## src/rtl/wb_uart_tx_device.sv

```systemverilog
// Pipelined Wishbone write-only device: buffers data words in a small FIFO and
// serialises each one as an 8N1-style UART frame (start, LSB-first data, stop).
module wb_uart_tx_device #(
    parameter int DAT_WIDTH    = 8,
    parameter int FIFO_DEPTH   = 4,
    parameter int CLKS_PER_BIT = 868
) (
    input  logic                 clk_i,
    input  logic                 rst_i,
    input  logic                 cyc_i,
    input  logic                 stb_i,
    input  logic                 we_i,
    input  logic [DAT_WIDTH-1:0] dat_i,
    output logic                 ack_o,
    output logic                 err_o,
    output logic                 rty_o,
    output logic                 stall_o,
    output logic                 tx_o,
    output logic                 busy_o
);

    localparam int PTR_W = $clog2(FIFO_DEPTH);
    localparam int CNT_W = $clog2(FIFO_DEPTH + 1);
    localparam int TMR_W = $clog2(CLKS_PER_BIT);
    localparam int IDX_W = $clog2(DAT_WIDTH + 1);
    localparam logic [TMR_W-1:0] TMR_RELOAD = TMR_W'(CLKS_PER_BIT - 1);
    localparam logic [IDX_W-1:0] LAST_BIT   = IDX_W'(DAT_WIDTH - 1);

    typedef enum logic [1:0] {
        S_IDLE,
        S_START,
        S_DATA,
        S_STOP
    } stateType;

    stateType             r_state;
    logic [TMR_W-1:0]     r_timer;
    logic [IDX_W-1:0]     r_bitIdx;
    logic [DAT_WIDTH-1:0] r_shiftReg;
    logic                 r_tx;
    logic                 r_busy;
    logic                 r_ack;
    logic                 r_err;

    logic [DAT_WIDTH-1:0] r_mem [FIFO_DEPTH];
    logic [PTR_W-1:0]     r_wrPtr;
    logic [PTR_W-1:0]     r_rdPtr;
    logic [CNT_W-1:0]     r_count;

    logic w_full;
    logic w_acc;
    logic w_push;
    logic w_pop;

    // Stall looks only at the registered count, so a pop in the same cycle
    // does not free a slot until the following cycle.
    assign w_full  = (r_count == CNT_W'(FIFO_DEPTH));
    assign w_acc   = cyc_i & stb_i & ~w_full;
    assign w_push  = w_acc & we_i;
    assign w_pop   = (r_state == S_IDLE) & (r_count != '0);

    assign stall_o = w_full;
    assign ack_o   = r_ack & cyc_i;
    assign err_o   = r_err & cyc_i;
    assign rty_o   = 1'b0;
    assign tx_o    = r_tx;
    assign busy_o  = r_busy;

    always_ff @(posedge clk_i) begin
        if (w_push) begin
            r_mem[r_wrPtr] <= dat_i;
        end
    end

    always_ff @(posedge clk_i) begin
        if (!rst_i) begin
            r_wrPtr <= '0;
            r_rdPtr <= '0;
            r_count <= '0;
            r_ack   <= 1'b0;
            r_err   <= 1'b0;
        end else begin
            r_ack <= w_acc & we_i;
            r_err <= w_acc & ~we_i;
            if (w_push) begin
                r_wrPtr <= r_wrPtr + PTR_W'(1);
            end
            if (w_pop) begin
                r_rdPtr <= r_rdPtr + PTR_W'(1);
            end
            if (w_push && !w_pop) begin
                r_count <= r_count + CNT_W'(1);
            end else if (!w_push && w_pop) begin
                r_count <= r_count - CNT_W'(1);
            end
        end
    end

    // tx_o is registered from the current state, so the line lags the FSM by
    // one cycle uniformly and every bit still lasts CLKS_PER_BIT cycles.
    always_ff @(posedge clk_i) begin
        if (!rst_i) begin
            r_state    <= S_IDLE;
            r_timer    <= '0;
            r_bitIdx   <= '0;
            r_shiftReg <= '0;
            r_tx       <= 1'b1;
            r_busy     <= 1'b0;
        end else begin
            r_busy <= (r_state != S_IDLE) | (r_count != '0);
            unique case (r_state)
                S_START: r_tx <= 1'b0;
                S_DATA:  r_tx <= r_shiftReg[0];
                default: r_tx <= 1'b1;
            endcase

            unique case (r_state)
                S_IDLE: begin
                    if (w_pop) begin
                        r_shiftReg <= r_mem[r_rdPtr];
                        r_timer    <= TMR_RELOAD;
                        r_state    <= S_START;
                    end
                end
                S_START: begin
                    if (r_timer == '0) begin
                        r_timer  <= TMR_RELOAD;
                        r_bitIdx <= '0;
                        r_state  <= S_DATA;
                    end else begin
                        r_timer <= r_timer - TMR_W'(1);
                    end
                end
                S_DATA: begin
                    if (r_timer == '0) begin
                        r_timer    <= TMR_RELOAD;
                        r_shiftReg <= r_shiftReg >> 1;
                        if (r_bitIdx == LAST_BIT) begin
                            r_state <= S_STOP;
                        end else begin
                            r_bitIdx <= r_bitIdx + IDX_W'(1);
                        end
                    end else begin
                        r_timer <= r_timer - TMR_W'(1);
                    end
                end
                S_STOP: begin
                    if (r_timer == '0) begin
                        r_state <= S_IDLE;
                    end else begin
                        r_timer <= r_timer - TMR_W'(1);
                    end
                end
                default: r_state <= S_IDLE;
            endcase
        end
    end

endmodule

```

## config.mk

```make
export PLATFORM = sky130hd
export DESIGN_NAME = wb_uart_tx_device
export DESIGN_NICKNAME = d
export VERILOG_FILES = /design/src/rtl/wb_uart_tx_device.sv
export SDC_FILE = /design/constraint.sdc
export NUM_CORES = 1
export LEC_CHECK = 0
export BUFFER_PORTS_ARGS = -buffer_cell sky130_fd_sc_hd__buf_2
export CORE_MARGIN = 1
export CORE_UTILIZATION = 55
export CTS_CLUSTER_SIZE = 16
export DETAILED_ROUTE_END_ITERATION = 12
export GPL_TIMING_DRIVEN = 0
export PLACE_DENSITY_LB_ADDON = 0.12
export SETUP_SLACK_MARGIN = 0.3
export SLEW_MARGIN = 10
export SYNTH_ARGS = -nofsm -noshare
export SYNTH_HDL_FRONTEND = slang
export SYNTH_SLANG_ARGS = --single-unit
```

## constraint.sdc

```tcl
create_clock -name clk_i -period 4.5 [get_ports clk_i]
set_input_delay 0.225 -clock clk_i [delete_from_list [all_inputs] [get_ports clk_i]]
set_output_delay 0.225 -clock clk_i [all_outputs]
set_load 0.02 [all_outputs]
```

# Word level (Yosys, flattened, before mapping)
# Memory sizes are Yosys's and may differ from the RTL's. A register that Yosys moved wholly into a read port is not among the register bits.
# Index checks and enable logic that the tools add are counted.
# W data, S select, Z words.
[word_totals] register_bits=35 ram_bits=32 output_inout_bits=6 wordCells=80 mem_count=1
[classes] addsub=6 n_eq_ne=12 n_mux=24 bitwise=10 n_reduce_logical=16
[mem_list] memory="r_mem" words=4 word_bits=8 read_ports=1 rd_clocked_by_memory_dff=1 wr=1 line_no="45" rtl="logic [DAT_WIDTH-1:0] r_mem [FIFO_DEPTH];"
[ops] op="$mux W10" count=3
[ops] op="$pmux W10 S3" count=1
[ops] op="$mux W8" count=2
[ops] op="$pmux W8 S2" count=1
[ops] op="$mux W2" count=7
[ops] op="$ne A2 B2 Y1 const B" count=7
[ops] op="$mux W4" count=3
[ops] op="$logic_not A10 Y1" count=1
[ops] op="$sub A10 B1 Y10 const B" count=1
[ops] op="$pmux W2 S4" count=1
[ops] op="$pmux W4 S2" count=1
[ops] op="$reduce_bool A2 Y1" count=4
[ops] op="$and A1 B1 Y1" count=7
[ops] op="$mux W3" count=2
[ops] op="$reduce_and A5 Y1" count=1
[ops] op="$add A2 B1 Y2 const B" count=2
[ops] op="$add A4 B1 Y4 const B" count=1
[ops] op="$eq A2 B2 Y1 const B" count=2
[ops] op="$eq A4 B3 Y1 const B" count=1
[ops] op="$reduce_and A4 Y1" count=1
[ops] op="$add A3 B1 Y3 const B" count=1
[ops] op="$eq A3 B3 Y1 const B" count=1
[ops] op="$reduce_and A3 Y1" count=1
[ops] op="$reduce_bool A3 Y1" count=1
[ops] op="11 further kinds" count=15

# Longest topological paths before layout
# Gate-level depths: netlist of run 1.
[depth] depth_word=8 mapped_depth=10 depth_no_buf=9

# Worst setup path after synthesis of run 1
# Ideal clock, no wire load.
[synth_path] path_kind="reg-to-reg" from="register r_count[0]" to="register r_count[2]" setup_time_ps=76 arrival_ps=2328 path_slack_ps=2097 stages_incl_launch_ff=11 path_buffers=1 period_less_slack_ps=2403 path_cell_list="dfxtp_1 nor3b_2 nor2_1 and2_1 clkbuf_1 ha_1 inv_1 fa_1 xor2_1 or3_1 a21boi_0"
[synth_between] elab_chain_cells=7 elab_cells_between_ends=15
[synth_rtl] item="start: declaration" line_no="48" rtl="logic [CNT_W-1:0] r_count;"
[synth_rtl] item="start signal: assignment" line_no="92" rtl="r_count <= r_count + CNT_W'(1);"
[synth_rtl] item="start signal: assignment" line_no="94" rtl="r_count <= r_count - CNT_W'(1);"
[synth_rtl] item="$eq A3 B3 Y1 *" line_no="57" rtl="assign w_full = (r_count == CNT_W'(FIFO_DEPTH));"
[synth_rtl] item="named net stall_o" line_no="17" rtl="output logic stall_o,"
[synth_rtl] item="$not A1 Y1 *" line_no="58" rtl="assign w_acc = cyc_i & stb_i & ~w_full;"
[synth_rtl] item="$and A1 B1 Y1 *" line_no="58"
[synth_rtl] item="$and A1 B1 Y1 *" line_no="59" rtl="assign w_push = w_acc & we_i;"
[synth_rtl] item="named net w_push" line_no="52" rtl="logic w_push;"
[synth_rtl] item="$logic_not A1 Y1" line_no="93" rtl="end else if (!w_push && w_pop) begin"
[synth_rtl] item="$logic_and A1 B1 Y1" line_no="93"
[synth_rtl] item="$reduce_bool A2 Y1 (no line)"
# The timed path passes the listed nets; every way through them passes the cells marked *. The select of a mux whose other input is x is not followed.
# A chain may end at the register's enable or synchronous reset.

# Worst setup path after layout of run 1
[layout_path] from="register r_count[0]" to="register r_count[2]"
[layout_between] elab_chain_cells=7 elab_cells_between_ends=15
[layout_rtl] item="$eq A3 B3 Y1 *" line_no="57"
[layout_rtl] item="$not A1 Y1 *" line_no="58"
[layout_rtl] item="$and A1 B1 Y1 *" line_no="58"
[layout_rtl] item="$and A1 B1 Y1 *" line_no="59"
[layout_rtl] item="named net w_push" line_no="52"
[layout_rtl] item="$logic_not A1 Y1" line_no="93"
[layout_rtl] item="$logic_and A1 B1 Y1" line_no="93"
[layout_rtl] item="$reduce_bool A2 Y1 (no line)"
# Marks and branches as above.

==> qor.yml, run 1 <==
status:
  status: "finished, final reports clean"
setup_path:
  path_max_fanout: 6
  critPathMaxStageDelay_ns: 0.52
  critPathBufInv: 2
  critPathRequiredTime_ns: 4.77
  slowest_stage: "dfxtp_1"
  worst_ep_arrival_time_ns: 2.88
  end_kind: "register"
  cp_cell_sequence: "nor3b_2 > nor2_1 > and2_1 > clkbuf_1 > ha_1 > inv_1 > fa_1 > xor2_1 > or3_1 > a21boi_0"
  start_kind: "register"
  critPathKind: "reg2reg"
  crit_family: "simple AND/OR/NAND/NOR gates"
placement:
  place_congestion: 0.7544
  dp_hpwl_um: 3698
  port-buffer-count: 16
  place_inst: 344
synth:
  syn_area_per_cell_um2: 12.33
  synthArstFlopShare: 0
  ys_seq_elements: 69
  synth.cells.most_frequent: "dfxtp_1, edfxtp_1, ha_1"
  synth_ff_type: "dfxtp_1"
  synth.yosys.seq_area_share: 0.5390
  synth.most_common_cell: "dfxtp_1"
  yosysUniqueCellTypes: 53
  yosys_warnings: 0
  syn_nets: 283
  ys_top_cells_by_area: "edfxtp_1, dfxtp_1, mux4_2"
  synth_edf_count: 32
  synth_top_area_frac: 0.3044
  synth_area_um2: 3157
  yosys.area.top_type: "edfxtp_1"
  synthCells: 256
layout:
  antenna_cells: 0
  layout.cells.non_filler: 360
  n_fill_cell: 457
  syn_to_final_growth_pct: 11.30
  drive_above_1_share: 0.2222
  multiInputGateArea_um2: 1366
  seq_area_um2: 1702
  fin_nets: 310
global_routing:
  antenna_found_initial: 0
  grt_max_degree: 16
  overflow: 0
  grtUsageTotal: 0.2050
  grt_pass1_wl_um: 9301
  first_global_vias: 1953
run:
  maxCapViolCount: 0
floorplan:
  die_h_um: 77.76
  core_um2: 5507
  initial_utilization: 0.5733
  die_w_um: 77.76
  core.rowCount: 27
  io_pins: 19
  die_area_um2: 6047
sta:
  setup_viol: 0
  fmax_ghz: 0.3827
  hold_violations: 0
  whs_ns: 0.07712
  worstMarginPinSlew_ns: 0.6792
  setup_tns_ns: 0
  layout_min_cycle_time_ns: 2.613
  fin_skew_ns: 0.008796
  maxSlewViolCount: 0
  max_slew_margin: 0.5453
  rsz0062_at_grt: "false"
  period_share: 0.5807
cts:
  hold_buffers: 0
  clock-sinks: 69
  cts_resized: 0
  cts_made_buffers: 9
  cts_buffer_depth: 2
  cts_tree: "done"
  htreeDepth: 3
  clk_latency_ns: 0.36
  cts-root-buf: "clkbuf_8"
  cts_setup_buffers: 0
  clk_pin_slew_worst_paths_ns: 0.08
detailed_routing:
  via_per_inst: 5.483
  drc: 0
  wire_per_inst_um: 14.71
  first_pass_iters: 4
  num_vias: 1974
  drt-total-wl_um: 5297
  drt_iter0_drc: 81
  ant_nets: 0
power:
  leakagePower_uw: 0.001301
  peakVddDrop_mv: 0.3709
  power.density_nw_per_um2: 671.9
worst_hold_path:
  hold_class: "in2reg"
==> report_power, final <==
group	switching, uW	internal, uW	leakage [uW]
Sequential	111	781	0.000593
Clock	268	212	0.0000931
Combinational	543	445	0.000614
Total	922	1440	0.00130
==> state kept, by name, summed over array words and instances (netlist names), named ones only <==
signal	flops
tx_o	1
r_count	3
r_timer	10
r_ack	1
r_shiftReg	8
busy_o	1
r_bitIdx	4
r_state	2
r_mem	32
r_wrPtr	2
r_rdPtr	2
r_err	1
==> final timing paths <==
kind	start	endpoint	slack [ns]	depth (start not counted)
max	r_count[0]	r_count[2]	1.89	10
min reg2reg	r_shiftReg[0]	tx_o	0.50	2
min	dat_i[5]	r_mem[2][5]	0.08	1
max reg2reg	r_count[0]	r_count[2]	1.89	10
==> metrics by stage <==
stage	utilization	setup WS, ns	power (uW)	instance area [um2]
2_1_floorplan	-	2.097	1697	3157
3_3_place_gp	0.6042	1.996	1876	3327
3_5_place_dp	0.6042	1.901	1890	3327
4_1_cts	0.6380	1.880	2373	3513
5_1_grt	0.6380	1.633	2547	3513
6_report	0.6380	1.887	2360	3513
==> cell type report <==
type | count | area share
Timing Repair Buffer | 16 | 0.02279
Tap cell | 72 | 0.02564
Buffer | 11 | 0.01567
Multi-Input combinational cell | 167 | 0.3889
Clock buffer | 9 | 0.03526
Sequential cell | 69 | 0.4843
Inverter | 9 | 0.009615
Clock inverter | 7 | 0.01781
==> placed cells by master (no fill, tap or decap), drive strengths merged, types with 5 or more instances in the layout <==
master,count
edfxtp,32
dfxtp,37
nor2b,5
buf,21
mux2i,11
clkbuf,15
ha,13
and3,7
and2,8
a21oi,16
nand3,8
mux4,8
nor2,13
xnor2,5
inv,14
o21ai,15
nor3,6
nand2,9
==> metal layers <==
| metal | share of wire | up-vias | track usage |
|---|---|---|---|
| met4 | 0.026 | 0 | 0.1189 |
| met5 | 0 | - | 0 |
| met2 | 0.45 | 28 | 0.3080 |
| met3 | 0.024 | 10 | 0.03882 |
| li1 | - | 999 | - |
| met1 | 0.50 | 937 | 0.2768 |
==> logic make-up (layout without fill, tap and decap cells) <==
kind of cell,Yosys count,in the layout,synth area share
other,1,1,0.001188
AO/OA/AOI/OAI,47,47,0.1038
XOR/XNOR,9,9,0.02497
AND/OR/NAND/NOR,77,77,0.1530
multiplexers,19,19,0.09195
buffers and inverters,20,52,0.02814
flip-flops,69,69,0.5390
adder cells (fa/ha/maj),14,14,0.05787
(Power assumes the default switching activity.)
==> inputs of run 2 (changes only) <==
- ABC_AREA: default -> 1
- CORE_UTILIZATION: 55 -> 54
- clock period: 4.5 -> 2.19 ns (I/O delays scaled with it)
==> run 2 against run 1 <==
Effect of this change:
- via count increased by 36%
- combinational power increased to 2.6 times the previous value
- synthesized area increased by 5.1%
- maximum frequency increased by 42%
- clock skew decreased by 0.0014 ns
- final area increased by 11%
- setup slack got worse by 1.5 ns
- highest routed layer unchanged
==> qor.yml, run 2 <==
global_routing:
  grt_max_degree: 14
  antenna_found_initial: 0
  grt_pass1_wl_um: 10720
  grtUsageTotal: 0.2207
  first_global_vias: 2379
  overflow: 0
placement:
  port-buffer-count: 16
  dp_hpwl_um: 4456
  placed_area_um2: 3512
  place_congestion: 0.8206
layout:
  drive_above_1_share: 0.1824
  largest_reg_flops: 32
  n_fill_cell: 511
  mostFrequentLayoutCells: "nand2_1, nor2_1, inv_1"
  largestRegisters: "r_mem: 32 flops, r_timer: 10 flops, r_shiftReg: 8 flops"
  syn_to_final_growth_pct: 17.50
  antenna_cells: 0
  top_register: "r_mem"
  layout_commonest_cell: "nand2_1"
  fin_nets: 477
  fin_area_um2: 3899
detailed_routing:
  drt-total-wl_um: 6485
  wire_per_inst_um: 12.24
  via_per_inst: 5.058
  drc: 0
  ant_nets: 0
  drt_iter0_drc: 142
  first_pass_iters: 4
  num_vias: 2681
synth:
  muxShareOfSynthArea: 0
  syn_area_per_cell_um2: 8.173
  synth_xor_area_frac: 0.002640
  synthAdderAreaFrac: 0.05505
  synth-simple-area-share: 0.2670
  synth.most_common_cell: "nand2_1"
  synthCells: 406
  synthArstFlopShare: 0
  synth_compound_area_frac: 0.08258
  yosys.area.top_type: "edfxtp_1"
  synth.yosys.seq_area_share: 0.5128
  synth_top_family_by_area: "simple AND/OR/NAND/NOR gates"
  synth_top_area_frac: 0.2896
  synth_edf_count: 32
  synth_ff_type: "dfxtp_1"
  ys_top_cells_by_area: "edfxtp_1, dfxtp_1, nand2_1"
  yosys_warnings: 0
  synth_area_um2: 3318
  ys_seq_elements: 69
  synth.cells.most_frequent: "nand2_1, nor2_1, inv_1"
  yosysUniqueCellTypes: 31
  syn_nets: 433
cts:
  cts_tree: "done"
  clk_latency_ns: 0.34
  clk_pin_slew_worst_paths_ns: 0.08
  htreeDepth: 3
  clock-sinks: 69
  cts_buffer_depth: 2
  cts_made_buffers: 9
  cts-root-buf: "clkbuf_8"
sta:
  worstMarginPinSlew_ns: 0.8779
  layout_min_cycle_time_ns: 1.841
  maxSlewViolCount: 0
  rsz0062_at_grt: "true"
  setup_tns_ns: 0
  hold_violations: 0
  setup_viol: 0
  fmax_ghz: 0.5433
  fin_skew_ns: 0.007424
  period_share: 0.8405
  max_slew_margin: 0.4126
setup_path:
  start_kind: "register"
  critPathKind: "reg2reg"
  path_max_fanout: 8
  critPathRequiredTime_ns: 2.17
  end_kind: "register"
  worst_ep_arrival_time_ns: 1.82
power:
  peakVddDrop_mv: 0.7534
  leakagePower_uw: 0.001719
  power.density_nw_per_um2: 1341
floorplan:
  die_w_um: 80.39
  core_um2: 5921
  initial_utilization: 0.5604
  die_area_um2: 6463
  core.rowCount: 28
  die_h_um: 80.39
  io_pins: 19
run:
  maxCapViolCount: 0
worst_hold_path:
  hold_class: "in2reg"
status:
  status: "finished, final reports clean"
-- run 2: cell count changes in the layout (fill, tap and decap cells not counted), sizes merged, moves of 7 or more --
cell         change
and3             -7
mux4             -8
nand2           +87
mux2i           -11
a21oi            +7
buf             +10
inv             +41
and2             -8
dlygate4sd3      +9
nor2            +60
o21ai           +14
nand3           +12
-- run 2: stage by stage --
step	setup slack (ns)	total power [uW]	hold slack, ns	util	cells
6_report	0.3493	5229	0.03229	0.6585	530
5_1_grt	0.2287	5695	0.03521	0.6585	530
4_1_cts	0.2806	5116	0.01894	0.6460	525
3_5_place_dp	0.05849	4097	0.3107	0.5932	497
3_3_place_gp	0.1126	4033	0.3069	0.5932	497
2_1_floorplan	0.2845	3614	0.1873	-	406
-- run 2: what timing repair did --
item,4_1_cts,5_1_grt
hold buffers,9,0
hold endpoints to repair,33,0
buffers inserted,3,5
endpoints found under the setup margin,2,2
cloned,0,0
pin swaps,1,6
resized for setup,10,15
-- run 2: critical path, cell delays in order, from the launching register on --
cell,delay (ns)
dfxtp_1,0.31
inv_2,0.09
nor3_4,0.06
nor2_1,0.11
nand2_2,0.09
buf_4,0.14
buf_4,0.12
nor2_1,0.56
-- run 2: routing by layer --
metal,global-route usage,part of all wire
met5,0,0
met3,0.04773,0.034
met4,0.09286,0.013
met2,0.3449,0.46
met1,0.2944,0.49
-- run 2: power by group --
group	internal, uW	switching [uW]	total [uW]
registers	1600	170	1770
clock network	414	509	923
logic	943	1590	2530
-- run 2: path summary, 6_finish.rpt --
kind,start,end,slack [ns],cells past startpoint
max,r_count[2],r_mem[3][0],0.35,7
max reg2reg,r_count[2],r_mem[3][0],0.35,7
min reg2reg,r_shiftReg[7],r_shiftReg[7],0.47,2
min,stb_i,r_err,0.03,3
-- run 2: layout make-up --
type | count | area [um2] | share of cell area
tap | 75 | 93.84 | 0.02407
multi-input combinational | 272 | 1419 | 0.3639
clock inverter | 7 | 51.30 | 0.01316
buffer | 11 | 58.81 | 0.01508
clock buffer | 9 | 123.9 | 0.03177
sequential | 69 | 1712 | 0.4390
timing repair buffer | 33 | 230.2 | 0.05905
inverter | 54 | 210.2 | 0.05392
-- run 2: cell families after synthesis --
kind of cell             count (synthesis)
AND/OR/NAND/NOR                        202
buffers and inverters                   65
AO/OA/AOI/OAI                           54
other                                    1
adder cells (fa/ha/maj)                 14
XOR/XNOR                                 1
flip-flops                              69
==> inputs of run 3 (changes only) <==
- clock period: 2.19 -> 1.55 ns (I/O delays scaled with it)
==> run 3 against run 2 <==
Effect of this change:
- combinational power up 94%
- the flow now finishes with violations (negative setup slack)
- core utilization up 9.2 points
- sequential power up 43%
- sequential share of layout area down 5.2 points
- non-clock buffer count up 20
- critical path type unchanged
- register-to-register slack worse by 0.59 ns
- clock-buffer cell count up 2
- via count up 5.9%
==> qor.yml, run 3 (same netlist as run 2, synthesis figures left out) <==
layout:
  largestRegisters: "r_mem: 32 flops, r_timer: 10 flops, r_shiftReg: 8 flops"
  fin_nets: 497
  post-route-util: 0.7506
  mostFrequentLayoutCells: "nand2_1, nor2_1, inv_1"
  layout_commonest_cell: "nand2_1"
  drive_above_1_share: 0.3053
  syn_to_final_growth_pct: 33.94
  antenna_cells: 0
  top_register: "r_mem"
  largest_reg_flops: 32
cts:
  clk_latency_ns: 0.33
  cts-root-buf: "clkbuf_8"
  cts_made_buffers: 9
  cts_tree: "done"
  clk_pin_slew_worst_paths_ns: 0.08
  htreeDepth: 3
  clock-sinks: 69
  cts_buffer_depth: 2
global_routing:
  use_met1: 0.3451
  antenna_found_initial: 0
  met2_usage: 0.4229
  use_met3: 0.04091
  first_global_vias: 2692
  grt_pass1_wl_um: 12410
  grt_max_degree: 13
  overflow: 0
  grtUsageTotal: 0.2574
  busiest_layer: "met2"
worst_hold_path:
  hp-start: "rst_i"
  hold_class: "in2reg"
detailed_routing:
  drt_iter0_drc: 187
  wire_per_inst_um: 14.39
  drc: 0
  first_pass_iters: 5
  num_vias: 2838
  ant_nets: 0
  drt-total-wl_um: 7913
  via_per_inst: 5.160
sta:
  layout_setup_ws_ns: -0.2370
  rsz0062_at_grt: "true"
  worstMarginPinSlew_ns: 0.5414
  setup_viol: 22
  fmax_ghz: 0.5596
  max_slew_margin: 0.6391
  maxSlewViolCount: 0
  hold_violations: 0
  period_share: 1.153
  fin_skew_ns: 0.009670
  layout_min_cycle_time_ns: 1.787
floorplan:
  core_um2: 5921
  io_pins: 19
  die_area_um2: 6463
  die_w_um: 80.39
  core.rowCount: 28
  initial_utilization: 0.5604
  die_h_um: 80.39
setup_path:
  critPathRequiredTime_ns: 1.77
  start_kind: "register"
  worst_ep_arrival_time_ns: 2.01
  worstReg2RegStart: "r_count[1]"
  critPathKind: "reg2reg"
  end_kind: "register"
  critPathLaunch: "r_count[1]"
  path_max_fanout: 3
power:
  leakagePower_uw: 0.001891
  total_power_uw: 9053
  power.density_nw_per_um2: 2037
  peakVddDrop_mv: 1.437
status:
  violations: "negative setup slack"
  status: "finished, violations left"
placement:
  port-buffer-count: 16
  pre_cts_ws_ns: -0.4150
  place_congestion: 0.7661
  dp_hpwl_um: 4500
run:
  maxCapViolCount: 0
run 3: cell types whose count changed in the layout (fill, tap and decap cells not counted), moves of 8 or more:
cell	delta
a21oi_1	-9
a21oi_2	+9
buf_4	+8
nor2_1	-10
nor2_4	+11
run 3: path summary, 6_finish.rpt:
path                         to  slack (ns)  depth (start not counted)
setup / recovery     r_count[1]       -0.24                          9
hold / removal       r_wrPtr[1]        0.21                          3
setup reg to reg     r_count[1]       -0.24                          9
hold reg to reg   r_shiftReg[7]        0.46                          2
run 3: power by group:
group | leakage (uW) | switching (uW) | total [uW] | internal (uW)
Combinational | 0.00119 | 2920 | 4920 | 2000
Clock | 0.000104 | 690 | 1600 | 913
Sequential | 0.000597 | 253 | 2530 | 2280
Total | 0.00189 | 3860 | 9050 | 5190
run 3: layer usage:
layer	share of wire	routed length, um
met1	0.46	3635
met2	0.50	3926
met3	0.035	273
met4	0.0096	76
met5	0	0
run 3: worst max-delay path: stages (launching register included):
cell and delay [ns]:
dfxtp_4 0.37, nor3_4 0.22, nor2_1 0.08, nand2_2 0.11, inv_2 0.06, ha_4 0.16
inv_4 0.05, fa_2 0.42, o21ai_1 0.14, a21oi_1 0.05
run 3: cell type report:
type                            count  area (um2)
Timing Repair Buffer               53       471.7
Buffer                             11       76.32
Tap cell                           75       93.84
Multi-Input combinational cell    272        1650
Clock buffer                       11       131.4
Fill cell                         401        1476
Clock inverter                      5       85.08
Sequential cell                    69        1718
Inverter                           54       217.7
run 3: timing repair:
item,in CTS,in global routing
pin swaps,12,15
hold buffers,10,0
gates cloned,1,1
hold endpoints to repair,33,0
setup endpoints to repair,64,67
gates resized for setup,52,33
setup buffers,21,4
run 3: through the flow:
| step | cells | hold WS [ns] | area, um2 | TNS, ns |
|---|---|---|---|---|
| after floorplan | 406 | 0.1553 | 3433 | -0.5752 |
| after global placement | 497 | 0.2698 | 3607 | -7.803 |
| after detailed placement | 497 | 0.2790 | 3607 | -8.302 |
| after CTS | 545 | 0.1647 | 4269 | -0.6234 |
| after global routing | 550 | 0.2266 | 4444 | -4.340 |
| final | 550 | 0.2062 | 4444 | -2.410 |
